## src/rtl/vec_mul_pkg.sv

```systemverilog
// Shared widths, saturation bounds and sizing helper for the vec_mul datapath.
// Latency: n/a (constants and functions only).
// Backpressure: n/a.
package vec_mul_pkg;

    localparam int DEF_LANES          = 8;
    localparam int DEF_PARTIAL_MUL_BW = 16;
    localparam int DEF_TILES          = 8;
    localparam int DEF_ACC_BW         = 24;

    // Smallest accumulator that can never wrap for the given shape.
    function automatic int min_acc_bw(input int partial_bw, input int lanes, input int tiles);
        return partial_bw + $clog2(lanes) + $clog2(tiles);
    endfunction

    function automatic logic signed [63:0] sat_max(input int bw);
        return (64'sd1 <<< (bw - 1)) - 64'sd1;
    endfunction

    function automatic logic signed [63:0] sat_min(input int bw);
        return -(64'sd1 <<< (bw - 1));
    endfunction

    localparam logic signed [DEF_ACC_BW-1:0] DEF_SAT_MAX = DEF_ACC_BW'(sat_max(DEF_ACC_BW));
    localparam logic signed [DEF_ACC_BW-1:0] DEF_SAT_MIN = DEF_ACC_BW'(sat_min(DEF_ACC_BW));

endpackage

```

## src/rtl/vec_add_tree.sv

```systemverilog
// Sign-extends LANES packed signed lanes to OUT_BW and sums them pairwise.
// Latency: combinational.
// Backpressure: none.
module vec_add_tree
    import vec_mul_pkg::*;
#(
    parameter int LANES  = DEF_LANES,
    parameter int IN_BW  = DEF_PARTIAL_MUL_BW,
    parameter int OUT_BW = DEF_ACC_BW
) (
    input  logic [LANES*IN_BW-1:0] lanes_vec,
    output logic signed [OUT_BW-1:0] sum
);

    localparam int LEVELS = $clog2(LANES);

    logic signed [OUT_BW-1:0] node [LANES];

    // Reduction happens in place: each level writes slot i from slots 2i and 2i+1,
    // which are never below i, so no operand is overwritten before it is read.
    always_comb begin
        for (int i = 0; i < LANES; i++) begin
            node[i] = OUT_BW'(signed'(lanes_vec[i*IN_BW +: IN_BW]));
        end
        for (int lvl = 0; lvl < LEVELS; lvl++) begin
            for (int i = 0; i < (LANES >> (lvl + 1)); i++) begin
                node[i] = node[2*i] + node[2*i+1];
            end
        end
        sum = node[0];
    end

endmodule

```

## src/rtl/vec_mul_accum.sv

```systemverilog
// Reduces LANES signed partial products per beat and accumulates TILES beats per result.
// Latency: result valid 2 edges after the last beat of a tile; Backpressure: in_ready low while a result is held.
// Build option VEC_MUL_ACCUM_SATURATE_EN: clamp instead of wrap and report the clamp on out_sat.
module vec_mul_accum
    import vec_mul_pkg::*;
#(
    parameter int LANES          = DEF_LANES,
    parameter int PARTIAL_MUL_BW = DEF_PARTIAL_MUL_BW,
    parameter int TILES          = DEF_TILES,
    parameter int ACC_BW         = DEF_ACC_BW
) (
    input  logic                             clk,
    input  logic                             rst,
    input  logic                             in_valid,
    output logic                             in_ready,
    input  logic [LANES*PARTIAL_MUL_BW-1:0]  partial_mul_vec,
    output logic                             out_valid,
    input  logic                             out_ready,
    output logic signed [ACC_BW-1:0]         out_data,
    output logic                             out_sat,
    output logic                             busy
);

    localparam int CNT_BW = (TILES > 1) ? $clog2(TILES) : 1;
    localparam logic [CNT_BW-1:0] LAST_BEAT = CNT_BW'(TILES - 1);

`ifdef VEC_MUL_ACCUM_SATURATE_EN
    // The tree runs wide so an out-of-range beat can be clamped rather than wrapped.
    localparam int TREE_BW = ACC_BW + $clog2(LANES);
    localparam logic signed [ACC_BW-1:0]  SAT_MAX  = ACC_BW'(sat_max(ACC_BW));
    localparam logic signed [ACC_BW-1:0]  SAT_MIN  = ACC_BW'(sat_min(ACC_BW));
    localparam logic signed [TREE_BW-1:0] TREE_MAX = TREE_BW'(SAT_MAX);
    localparam logic signed [TREE_BW-1:0] TREE_MIN = TREE_BW'(SAT_MIN);
`else
    localparam int TREE_BW = ACC_BW;
`endif

    logic [CNT_BW-1:0]         beat_cnt;
    logic                      stall;
    logic                      accept;
    logic                      s2_fire;
    logic signed [TREE_BW-1:0] tree_sum;
    logic signed [ACC_BW-1:0]  beat_sum;
    logic signed [ACC_BW-1:0]  s1_sum;
    logic                      s1_valid;
    logic                      s1_first;
    logic                      s1_last;
    logic signed [ACC_BW-1:0]  acc;
    logic signed [ACC_BW-1:0]  acc_next;

    vec_add_tree #(
        .LANES  (LANES),
        .IN_BW  (PARTIAL_MUL_BW),
        .OUT_BW (TREE_BW)
    ) u_tree (
        .lanes_vec (partial_mul_vec),
        .sum       (tree_sum)
    );

    assign stall    = out_valid && !out_ready;
    assign in_ready = !stall;
    assign accept   = in_valid && in_ready;
    assign s2_fire  = s1_valid && !stall;
    assign busy     = (beat_cnt != '0) || s1_valid;

`ifdef VEC_MUL_ACCUM_SATURATE_EN
    logic                    beat_clip;
    logic                    s1_clip;
    logic                    add_clip;
    logic                    sat_flag;
    logic                    sat_next;
    logic                    out_sat_q;
    logic signed [ACC_BW:0]  add_wide;

    always_comb begin
        beat_sum  = tree_sum[ACC_BW-1:0];
        beat_clip = 1'b0;
        if (tree_sum > TREE_MAX) begin
            beat_sum  = SAT_MAX;
            beat_clip = 1'b1;
        end else if (tree_sum < TREE_MIN) begin
            beat_sum  = SAT_MIN;
            beat_clip = 1'b1;
        end
    end

    // One guard bit: the top two bits disagree exactly when the sum left the range.
    always_comb begin
        add_wide = {acc[ACC_BW-1], acc} + {s1_sum[ACC_BW-1], s1_sum};
        add_clip = 1'b0;
        acc_next = add_wide[ACC_BW-1:0];
        if (s1_first) begin
            acc_next = s1_sum;
        end else if (add_wide[ACC_BW] != add_wide[ACC_BW-1]) begin
            add_clip = 1'b1;
            acc_next = add_wide[ACC_BW] ? SAT_MIN : SAT_MAX;
        end
        sat_next = s1_clip | add_clip | (!s1_first & sat_flag);
    end

    always_ff @(posedge clk) begin
        if (rst) begin
            s1_clip   <= 1'b0;
            sat_flag  <= 1'b0;
            out_sat_q <= 1'b0;
        end else begin
            if (accept) begin
                s1_clip <= beat_clip;
            end
            if (s2_fire) begin
                sat_flag <= sat_next;
                if (s1_last) begin
                    out_sat_q <= sat_next;
                end
            end
        end
    end

    assign out_sat = out_sat_q;
`else
    assign beat_sum = tree_sum;
    assign acc_next = s1_first ? s1_sum : acc + s1_sum;
    assign out_sat  = 1'b0;
`endif

    always_ff @(posedge clk) begin
        if (rst) begin
            beat_cnt  <= '0;
            s1_valid  <= 1'b0;
            s1_sum    <= '0;
            s1_first  <= 1'b0;
            s1_last   <= 1'b0;
            acc       <= '0;
            out_valid <= 1'b0;
            out_data  <= '0;
        end else begin
            if (accept) begin
                beat_cnt <= (beat_cnt == LAST_BEAT) ? '0 : beat_cnt + 1'b1;
                s1_sum   <= beat_sum;
                s1_valid <= 1'b1;
                s1_first <= (beat_cnt == '0);
                s1_last  <= (beat_cnt == LAST_BEAT);
            end else if (!stall) begin
                s1_valid <= 1'b0;
            end

            if (s2_fire && !s1_last) begin
                acc <= acc_next;
            end

            // A fresh result overrides the clear so results can stream back-to-back.
            if (s2_fire && s1_last) begin
                out_data  <= acc_next;
                out_valid <= 1'b1;
            end else if (out_valid && out_ready) begin
                out_valid <= 1'b0;
            end
        end
    end

endmodule

```

## config.mk

```make
export PLATFORM = sky130hd
export DESIGN_NAME = vec_mul_accum
export DESIGN_NICKNAME = d
export VERILOG_FILES = /design/src/rtl/vec_mul_pkg.sv /design/src/rtl/vec_add_tree.sv /design/src/rtl/vec_mul_accum.sv
export SDC_FILE = /design/constraint.sdc
export NUM_CORES = 1
export LEC_CHECK = 0
export ABC_AREA = 0
export CAP_MARGIN = 30
export CORE_MARGIN = 3
export CORE_UTILIZATION = 56
export DETAILED_ROUTE_END_ITERATION = 10
export PLACE_DENSITY = 0.95
export SYNTH_ARGS = -nofsm -noshare
export SYNTH_HDL_FRONTEND = slang
export SYNTH_SLANG_ARGS = --single-unit
```

## constraint.sdc

```tcl
create_clock -name clk -period 13.4 [get_ports clk]
set_clock_uncertainty 0.15 [all_clocks]
set_input_delay 2.68 -clock clk [delete_from_list [all_inputs] [get_ports clk]]
set_output_delay 2.68 -clock clk [all_outputs]
set_load 0.03 [all_outputs]
```

==> impl_metrics.tcl <==
set metrics [dict create \
    status "complete, no violations" \
    n_antenna_cell 0 \
    cp-start-kind "input pin" \
    fmax_ghz 0.121 \
    avgSynthCellArea_um2 7.76 \
    vdd_ir_drop_max_mv 0.0885 \
    synth_top_family_by_area "adder cells" \
    async_flop_share_pct 0 \
    synth_cell_type_count 73 \
    muxShareOfSynthArea_pct 0.930 \
    netlist_area_um2 8750 \
    synth_ff_type "dfxtp_1" \
    drtIter0Drc 549 \
    setup_viol 0 \
    grt_pass1_wl_um 37100 \
    synth_nets 1409 \
    arrival_ns 8.32 \
    start_util_pct 57.3 \
    hold_viol 0 \
    core_area_um2 15300 \
    yosys_warnings 0 \
    drt-vias-per-instance 5.83 \
    slowest_delay_ns 0.68 \
    grt_pass1_vias 8445 \
    power.leakage_nw 4.65 \
    endpoint_kind "register" \
    worstHoldPathType "register to register" \
    port_buffers 158 \
    synthToLayoutAreaGrowth_pct 23.2 \
    wl_per_cell_um 15.0 \
    synth-edff-count 0 \
    pwr_density_cell_nw_per_um2 161 \
    dp_hpwl_um 18200 \
    clock_latency_ns 0.34 \
    worst_ep_required_time_ns 13.48 \
    synth_xor_area_share_pct 7.41 \
    grt_overflow 0 \
    core.rowCount 45 \
    cts_tree "done" \
    nets 1548 \
    worst-setup-path-type "input pin to register" \
    p_total_mw 1.74 \
    clkSinkCount 79 \
    synthSimpleGateAreaFrac_pct 20.4 \
    dp_cells 1467 \
    max_cap_violations 0 \
    synth-compound-area-share_pct 22.2 \
    dieArea_um2 17200 \
    cp_slowest_cell "a2111oi_0" \
    yosys.area_share.adder_pct 24.7 \
    ant_nets 0 \
    timing.final.crit_share_pct 61.5 \
    synth-seq-cells 79 \
    crit_chain "clkdlybuf4s50_1 -> ha_1 -> a211oi_1 -> nor2_1 -> o311a_1 -> a2111oi_0 -> nor3_1 -> a21oi_1 -> xnor2_1 -> fa_1 -> inv_1 -> fa_1 -> inv_1 -> ha_1 -> and3_1 -> a21oi_1 -> a31oi_1 -> o21ai_0 -> nor3b_1 -> nor3_1 -> o21ba_2" \
    cp_max_fo 7 \
    vias 8643 \
    drive_gt1_share_pct 3.69 \
    cts_root_buffer "clkbuf_16" \
    relSlewSlack_pct 32.6 \
    clk_pin_slew_ns 0.06 \
    dieHeight_um 131 \
    routabilityCongestion 0.944 \
    antenna_found_initial 0 \
    worst_pin_slew_ns 1.01 \
    grt_max_degree 84 \
    drc 0 \
    die_w_um 131 \
    cts_buffer_depth 2 \
    whs_ns 0.314 \
    ctsHoldBuffers 0 \
    pin_count 160 \
    drt_wl_total_um 22200 \
    slew_viol_final 0 \
    rsz0062_at_grt "no" \
    final_cell_count_no_fill 1483 \
    post_cts_resized 0 \
    synthCells 1128 \
    dr.pass1.iters 6 \
    global_route.usage.total_pct 26.3 \
    setup_tns_ns 0 \
    ctsHtreeMaxLevel 3 \
    post-cts-setup-buffer-count 0 \
    fin_crit_ns 8.24 \
    numCtsBuffers 9 \
    synth-seq-area-share_pct 18.1 \
]
## worst paths after layout
check	startpoint	to	slack, ns	cells past startpoint
worst max-delay path	partial_mul_vec[97]	s1_sum[15]	5.16	21
worst min-delay path	out_data[23]	out_data[23]	0.31	2
worst max register to register	s1_sum[1]	acc[19]	10.42	9
worst min register to register	out_data[23]	out_data[23]	0.31	2
## Yosys cell counts (24+ instances only)
cell / instances / area (µm²)
nor3_1: 57 / 285
nor2_1: 143 / 537
a211oi_1: 24 / 180
xnor2_1: 47 / 412
clkbuf_1: 25 / 93.8
dfxtp_1: 79 / 1580
a21oi_1: 88 / 440
fa_1: 40 / 801
ha_1: 109 / 1360
inv_1: 100 / 375
xor2_1: 27 / 236
o21ai_0: 50 / 250
nand2_1: 95 / 357
## metal layers
metal,wire [µm],vias to the layer above,GRT usage (%)
met4,755,0,10.3
met5,0,-,0
li1,-,4219,-
met3,1640,74,4.31
met1,9140,3982,31.8
met2,10700,368,46.4
## layout make-up
class / instances / area, µm²
Timing Repair Buffer: 163 / 1610
Sequential cell: 79 / 1580
Tap cell: 211 / 264
Inverter: 100 / 375
Clock inverter: 7 / 95.1
Multi-Input combinational cell: 914 / 6630
Clock buffer: 9 / 225
Fill cell: 1126 / 4480
## through the flow
stage / worst slack, ns / instance area (µm²) / util [%]
floorplan: 6.25 / 8750 / -
global placement: 5.31 / 10500 / 68.6
detailed placement: 5.09 / 10500 / 68.6
CTS: 5.43 / 10800 / 70.7
global route: 4.95 / 10800 / 70.7
finish: 5.16 / 10800 / 70.7
## placed cells by master, fill, tap and decap left out, types with 9 or more instances in the layout
cell	netlist	final
a311oi_1	9	9
a211oi_1	24	24
nand2b_1	12	12
a21o_1	22	22
a31oi_1	12	12
xor2_1	27	27
xnor2_1	47	47
fa_1	40	40
nor3_1	57	57
o21ai_0	50	50
inv_1	100	100
nand3_1	21	21
nand2_1	95	95
o21a_1	23	23
clkdlybuf4s50_1	0	157
ha_1	109	109
nor2b_1	14	14
nor2_1	143	143
dfxtp_1	79	79
a21oi_1	88	88
clkbuf_16	0	9
## critical path: cells and delay by family
kind | cells | cell delay (ns)
AO/OA/AOI/OAI | 8 | 2.40
adder cells (fa/ha/maj) | 4 | 1.70
XOR/XNOR | 1 | 0.11
AND/OR/NAND/NOR | 5 | 0.92
buffers and inverters | 3 | 0.53
## registers in the layout, summed over array words and instances, names as in the netlist
signal,flops
acc,24
out_data,24
s1_sum,24
beat_cnt,3
out_valid,1
s1_first,1
s1_last,1
s1_valid,1
## report_power, final
part | switching [mW] | leakage [nW] | total, mW | internal, mW
clock | 0.0973 | 0.156 | 0.261 | 0.164
sequential | 0.0310 | 0.646 | 0.300 | 0.269
combinational | 0.656 | 3.84 | 1.18 | 0.521
## cell families after synthesis
logic type	after synthesis
buffers and inverters	135
DFF	79
muxes	8
and+or+nand+nor	390
AOI/OAI and AO/OA	292
xor gates and xnor gates	74
other	1
adders and majority gates	149
(Power assumes the default switching activity.)
